**src/rtl/clock_pkg.sv**
```systemverilog
// Shared types, limits and BCD/12-hour helpers for the alarm clock core.
package clock_pkg;

  typedef enum logic [1:0] {
    RUN       = 2'd0,
    SET_TIME  = 2'd1,
    SET_ALARM = 2'd2
  } state_e;

  localparam logic [5:0] SEC_MAX = 6'd59;
  localparam logic [5:0] MIN_MAX = 6'd59;
  localparam logic [4:0] HRS_MAX = 5'd23;

  function automatic logic [7:0] bin2bcd8(input logic [5:0] v);
    logic [3:0] tens;
    logic [5:0] rem;
    tens = '0;
    rem  = v;
    for (int unsigned i = 0; i < 5; i++) begin
      if (rem >= 6'd10) begin
        rem  = rem - 6'd10;
        tens = tens + 4'd1;
      end
    end
    return {tens, rem[3:0]};
  endfunction

  function automatic logic [4:0] to_12h(input logic [4:0] h);
    if (h == 5'd0)
      return 5'd12;
    else if (h > 5'd12)
      return h - 5'd12;
    else
      return h;
  endfunction

  function automatic logic [5:0] inc_mod60(input logic [5:0] v);
    return (v == SEC_MAX) ? '0 : v + 6'd1;
  endfunction

  function automatic logic [4:0] inc_mod24(input logic [4:0] v);
    return (v == HRS_MAX) ? '0 : v + 5'd1;
  endfunction

endpackage

```
**src/rtl/sync_edge.sv**
```systemverilog
// Two-flop synchroniser for an asynchronous level with a one-cycle rising-edge pulse.
module sync_edge (
  input  logic clk,
  input  logic reset,
  input  logic d,
  output logic level,
  output logic rise
);

  logic meta;
  logic sync;
  logic prev;

  always_ff @(posedge clk or negedge reset) begin
    if (!reset) begin
      meta <= 1'b0;
      sync <= 1'b0;
      prev <= 1'b0;
    end else begin
      meta <= d;
      sync <= meta;
      prev <= sync;
    end
  end

  assign level = sync;
  assign rise  = sync & ~prev;

endmodule

```
**src/rtl/clock_core_alarm.sv**
```systemverilog
// hh:mm:ss timekeeping core with 1 Hz prescaler, set modes, 12/24 h display and timed alarm.
module clock_core_alarm
  import clock_pkg::*;
#(
  parameter int unsigned CLK_HZ         = 50000000,
  parameter int unsigned ALARM_SECS     = 60,
  parameter int unsigned ALARM_RST_HOUR = 7,
  parameter int unsigned ALARM_RST_MIN  = 0
) (
  input  logic       clk,
  input  logic       reset,
  input  logic       set,
  input  logic       alarm_set,
  input  logic       hour,
  input  logic       minute,
  input  logic       mode24,
  input  logic       alarm_en,
  output logic [7:0] hours_bcd,
  output logic [7:0] minutes_bcd,
  output logic [7:0] seconds_bcd,
  output logic       ampm,
  output logic       alarm,
  output logic       tick_1hz
);

  localparam int unsigned PRE_W  = (CLK_HZ > 1) ? $clog2(CLK_HZ) : 1;
  localparam int unsigned RING_W = (ALARM_SECS > 0) ? $clog2(ALARM_SECS + 1) : 1;

  localparam logic [PRE_W-1:0]  PRE_LAST   = PRE_W'(CLK_HZ - 1);
  localparam logic [RING_W-1:0] RING_LOAD  = RING_W'(ALARM_SECS);
  localparam logic [4:0]        AL_HRS_RST = 5'(ALARM_RST_HOUR);
  localparam logic [5:0]        AL_MIN_RST = 6'(ALARM_RST_MIN);
  localparam bit                RING_ON    = (ALARM_SECS != 0);

  logic set_s, alarm_set_s, hour_rise, minute_rise;
  logic hour_lvl_unused, minute_lvl_unused, set_rise_unused, alarm_set_rise_unused;

  sync_edge u_sync_set (
    .clk   (clk),
    .reset (reset),
    .d     (set),
    .level (set_s),
    .rise  (set_rise_unused)
  );

  sync_edge u_sync_alarm_set (
    .clk   (clk),
    .reset (reset),
    .d     (alarm_set),
    .level (alarm_set_s),
    .rise  (alarm_set_rise_unused)
  );

  sync_edge u_sync_hour (
    .clk   (clk),
    .reset (reset),
    .d     (hour),
    .level (hour_lvl_unused),
    .rise  (hour_rise)
  );

  sync_edge u_sync_minute (
    .clk   (clk),
    .reset (reset),
    .d     (minute),
    .level (minute_lvl_unused),
    .rise  (minute_rise)
  );

  state_e             state_q, state_d;
  logic [PRE_W-1:0]   pre_q, pre_d;
  logic [5:0]         sec_q, sec_d, min_q, min_d, al_min_q, al_min_d;
  logic [4:0]         hrs_q, hrs_d, al_hrs_q, al_hrs_d;
  logic [RING_W-1:0]  ring_q, ring_d;
  logic               tick, trigger, ring_clear;

  assign tick = (pre_q == PRE_LAST);

  always_ff @(posedge clk or negedge reset) begin
    if (!reset) state_q <= RUN;
    else        state_q <= state_d;
  end

  always_comb begin
    state_d = state_q;
    case (state_q)
      RUN: begin
        if (set_s)            state_d = SET_TIME;
        else if (alarm_set_s) state_d = SET_ALARM;
      end
      SET_TIME: begin
        if (!set_s) state_d = RUN;
      end
      SET_ALARM: begin
        if (set_s)             state_d = SET_TIME;
        else if (!alarm_set_s) state_d = RUN;
      end
      default: state_d = RUN;
    endcase
  end

  // Time is frozen with the prescaler parked at zero while setting, so the
  // first tick after leaving SET_TIME lands a full second later.
  always_comb begin
    pre_d    = tick ? '0 : pre_q + 1'b1;
    sec_d    = sec_q;
    min_d    = min_q;
    hrs_d    = hrs_q;
    al_hrs_d = al_hrs_q;
    al_min_d = al_min_q;
    if (state_q == SET_TIME) begin
      pre_d = '0;
      sec_d = '0;
      if (hour_rise)   hrs_d = inc_mod24(hrs_q);
      if (minute_rise) min_d = inc_mod60(min_q);
    end else begin
      if (tick) begin
        sec_d = inc_mod60(sec_q);
        if (sec_q == SEC_MAX) begin
          min_d = inc_mod60(min_q);
          if (min_q == MIN_MAX) hrs_d = inc_mod24(hrs_q);
        end
      end
      if (state_q == SET_ALARM) begin
        if (hour_rise)   al_hrs_d = inc_mod24(al_hrs_q);
        if (minute_rise) al_min_d = inc_mod60(al_min_q);
      end
    end
  end

  // Any clear condition wins over a trigger arriving in the same cycle.
  always_comb begin
    trigger    = RING_ON && (state_q == RUN) && tick && alarm_en &&
                 (sec_d == '0) && (min_d == al_min_q) && (hrs_d == al_hrs_q);
    ring_clear = !alarm_en || hour_rise || minute_rise || set_s || alarm_set_s;
    ring_d     = ring_q;
    if (ring_clear)
      ring_d = '0;
    else if (trigger)
      ring_d = RING_LOAD;
    else if (tick && (ring_q != '0))
      ring_d = ring_q - 1'b1;
  end

  always_ff @(posedge clk or negedge reset) begin
    if (!reset) begin
      pre_q    <= '0;
      sec_q    <= '0;
      min_q    <= '0;
      hrs_q    <= '0;
      al_hrs_q <= AL_HRS_RST;
      al_min_q <= AL_MIN_RST;
      ring_q   <= '0;
    end else begin
      pre_q    <= pre_d;
      sec_q    <= sec_d;
      min_q    <= min_d;
      hrs_q    <= hrs_d;
      al_hrs_q <= al_hrs_d;
      al_min_q <= al_min_d;
      ring_q   <= ring_d;
    end
  end

  logic [4:0] disp_hrs, hrs_shown;
  logic [5:0] disp_min, disp_sec;

  always_comb begin
    disp_hrs  = (state_q == SET_ALARM) ? al_hrs_q : hrs_q;
    disp_min  = (state_q == SET_ALARM) ? al_min_q : min_q;
    disp_sec  = (state_q == SET_ALARM) ? '0 : sec_q;
    hrs_shown = mode24 ? disp_hrs : to_12h(disp_hrs);
  end

  assign hours_bcd   = bin2bcd8({1'b0, hrs_shown});
  assign minutes_bcd = bin2bcd8(disp_min);
  assign seconds_bcd = bin2bcd8(disp_sec);
  assign ampm        = (disp_hrs >= 5'd12);
  assign alarm       = (ring_q != '0);
  assign tick_1hz    = tick;

endmodule

```
**config.mk**
```make
export PLATFORM = sky130hd
export DESIGN_NAME = clock_core_alarm
export DESIGN_NICKNAME = d
export VERILOG_FILES = /design/src/rtl/clock_pkg.sv /design/src/rtl/sync_edge.sv /design/src/rtl/clock_core_alarm.sv
export SDC_FILE = /design/constraint.sdc
export NUM_CORES = 1
export LEC_CHECK = 0
export CAP_MARGIN = 30
export CORE_MARGIN = 5
export CORE_UTILIZATION = 67
export CTS_CLUSTER_DIAMETER = 100
export DETAILED_ROUTE_END_ITERATION = 10
export GPL_ROUTABILITY_DRIVEN = 0
export HOLD_SLACK_MARGIN = 0.08
export PLACE_DENSITY = 0.91
export SLEW_MARGIN = 20
export SYNTH_ARGS = -nofsm -noshare
export SYNTH_HDL_FRONTEND = slang
export SYNTH_SLANG_ARGS = --single-unit
```
**constraint.sdc**
```tcl
create_clock -name clk -period 12.1 [get_ports clk]
set_input_delay 2.42 -clock clk [delete_from_list [all_inputs] [get_ports clk]]
set_output_delay 2.42 -clock clk [all_outputs]
set_load 0.005 [all_outputs]
```
==> impl_results.md <==
- Longest Clk Path Bufs: 2
- Post-Syn Area: between 6000 and 7000 µm²
- Slowest cell on the critical path: clkdlybuf4s50_1
- Nets: 839
- Die Y-Extent: 110 µm
- Hold buffer count at CTS: 0
- Slew margin rel.: 0.412
- CTS Buf Count: 9
- Crit end category: output pin
- Syn Area/Cell: 8.64 µm²
- Clk Latency, worst-skew pair: 0.35 ns
- Register area share after synthesis: 0.270
- Max cap viols: 0
- Worst Path Class, Setup: flop to output pin
- PD cells: about 250 nW/µm²
- CTS tree: yes
- Hold EP: u_sync_set.level
- Io pins: 35
- Full die area: 12100 µm²
- Netlist cell types: slightly below 100
- Main synth FF type: dfrtp_1
- Post-DP HPWL: 11500 µm
- Clock Sinks: slightly above 70
- Final hold vios: 0
- Num rows: 36
- Commonest non-fill, non-tap cell in the layout: nor2_1
- Commonest cells after routing, fill and taps aside: nor2_1 (78), dfrtp_1 (69), nand2_1 (61)
- Max-slew violations: 0
- Worst-path clk slew: 0.07 ns
- CP peak stage delay: 0.53 ns
- Antenna viol nets, final: 0
- Post-synthesis mux area share: 0.0690
- Share of cells above drive strength 1: 0.118
- Hold Crit Start: u_sync_set.meta
- Antenna Cells: 0
- Power Total: 1.81 mW
- CTS root buf: clkbuf_8
- Critical path's top delay family: compound AO/OA/AOI/OAI gates
- Syn Nets: between 800 and 900
- Vias in the first global route: between 6000 and 7000
- WP buf/inv: 4
- Post-Synth Adder-Cell Area: 0.0730
- Worst Setup Start Kind: flop
- Final setup violation count: 0
- Peak supply drop: 0.312 mV
- Worst path required time: 9.68 ns
- Critical path arrival: 7.92 ns
- Total global routing overflow: 0
- Core ar.: 9770 µm²
- Min cycle time layout: between 10 and 15 ns
- Status: completed
- Area delta synth->final: 9.54%
- Hold Path Cell Cnt: 0
- DR vias: 5967
- Final Cycle Share: 0.854
- Critical path depth in cells: 29
- Worst hold-check path type: flop to flop
- Pre-antenna DRT Iters: 5
- Setup repair bufs after CTS: 0
- Number of port buffers: 34
- Synthesized instance count: 774
- Finished Cell Area: 7330 µm²
- Die W: 110 µm
- Synth Register Bits: slightly above 70
- Via/cell ratio: 6.42
- Hold_ws: ~0.35 ns
- CP Max Fanout: 33
- Worst slew pin tran: 0.881 ns
- Largest family of logic cells by synthesized area: simple AND/OR/NAND/NOR gates
- Worst Skew: 0.0156 ns
- Most used cell, CP: ha_1
- Synth Area in Compound Gates: 0.207
- Post-Synth XOR/XNOR Area: 0.103
- Synth top area share: 0.258
- Cell accounting for the most synthesized area: dfrtp_1
- Largest net degree at the start of global routing: 73
- P_leak: 3.12 nW
- Starting density of the core: 0.684
- Area contributors post-synth: dfrtp_1 (26%), ha_1 (7.3%), xor2_1 (5.2%)
- 1st-iter DRT viols: approximately 380
- Register-to-register setup slack: approximately 8.4 ns
- Residual DRC: 0
- Global-route wire length before repair: 26700 µm
- Share of synthesized registers carrying an async set or reset: 1.00
- WL final: roughly 16000 µm
- Post_cts resized: 0
- Initial antenna violation count: 0
- Wire per inst: 16.7 µm
- H-tree levels: 3
- F_max: 0.0967 GHz
- Reg2reg end: ring_q[1]
- R2R Path Start: pre_q[7]
- RSZ-0062 raised after global routing: false
- Register-to-Register Path Depth: 13
- Number of flops mapped to enable cells by yosys: 0
- Syn. warnings: 0
- Total GRT Usage: 0.268
- Post-Synth Simple-Gate Area: 0.231
- Placed Area: about 7100 µm²
- CP Launch Point: state_q[1]
- Setup TNS: 0 ns
[layer usage]
metal | vias to the layer above | routed length (µm) | track usage
li1 | 2856 | - | -
met1 | 2882 | 6560 | 0.326
met2 | 194 | 8060 | 0.478
met3 | 35 | 634 | 0.0364
met4 | 0 | 282 | 0.107
met5 | - | 0 | 0
[cell type report]
type,instances,area (µm²)
inverter,41,154
tap,133,166
clock buffer,11,141
clock inverter,5,128
sequential,72,1810
multi-input combinational,631,4570
fill,680,2450
timing repair buffer,37,358
[metrics by stage]
stage                      util  cells  setup slack, ns
after floorplan               -    774             3.14
after CTS                 0.750    930             1.88
after global routing      0.750    930             1.23
after detailed placement  0.722    914             2.27
after global placement    0.722    914             2.57
final                     0.750    930             1.76
[synth_stat cells (9+ instances only)]
cell type  count
xor2_1        40
nand2_1       61
mux2i_1       21
clkbuf_1      15
nand2b_1      15
a21oi_1       30
nor2_1        78
nand3_1       28
a211oi_1       9
a21o_1        11
ha_1          39
nor3_1        15
xnor2_1       36
a31oi_1        9
inv_1         39
nand4_1       18
dfrtp_1       69
o21ai_0       27
mux2_2        15
[state kept, by name, summed over array words and instances (netlist names), 2 cells and up]
| name | flops |
|---|---|
| min_q | 6 |
| al_min_q | 6 |
| state_q | 2 |
| sec_q | 6 |
| hrs_q | 5 |
| ring_q | 6 |
| pre_q | 26 |
| al_hrs_q | 5 |
[power by group]
part / switching (mW) / internal (mW)
clock: 0.0877 / 0.164
combinational: 0.650 / 0.614
sequential: 0.0345 / 0.263
total: 0.772 / 1.04
[worst max-delay path by stage]
stage / end / slack, ns
2_1_floorplan: minutes_bcd[5] / 3.14
3_3_place_gp: minutes_bcd[3] / 2.57
3_5_place_dp: seconds_bcd[5] / 2.27
4_1_cts: seconds_bcd[5] / 1.88
5_1_grt: seconds_bcd[5] / 1.23
6_report: minutes_bcd[3] / 1.76
[kinds of logic after synthesis]
logic type | Yosys count
muxes | 42
and+or+nand+nor | 295
buffers and inverters | 71
adders and majority gates | 39
DFF | 72
AOI/OAI and AO/OA | 178
xor gates and xnor gates | 77
Power figures use the tool's default switching activity.
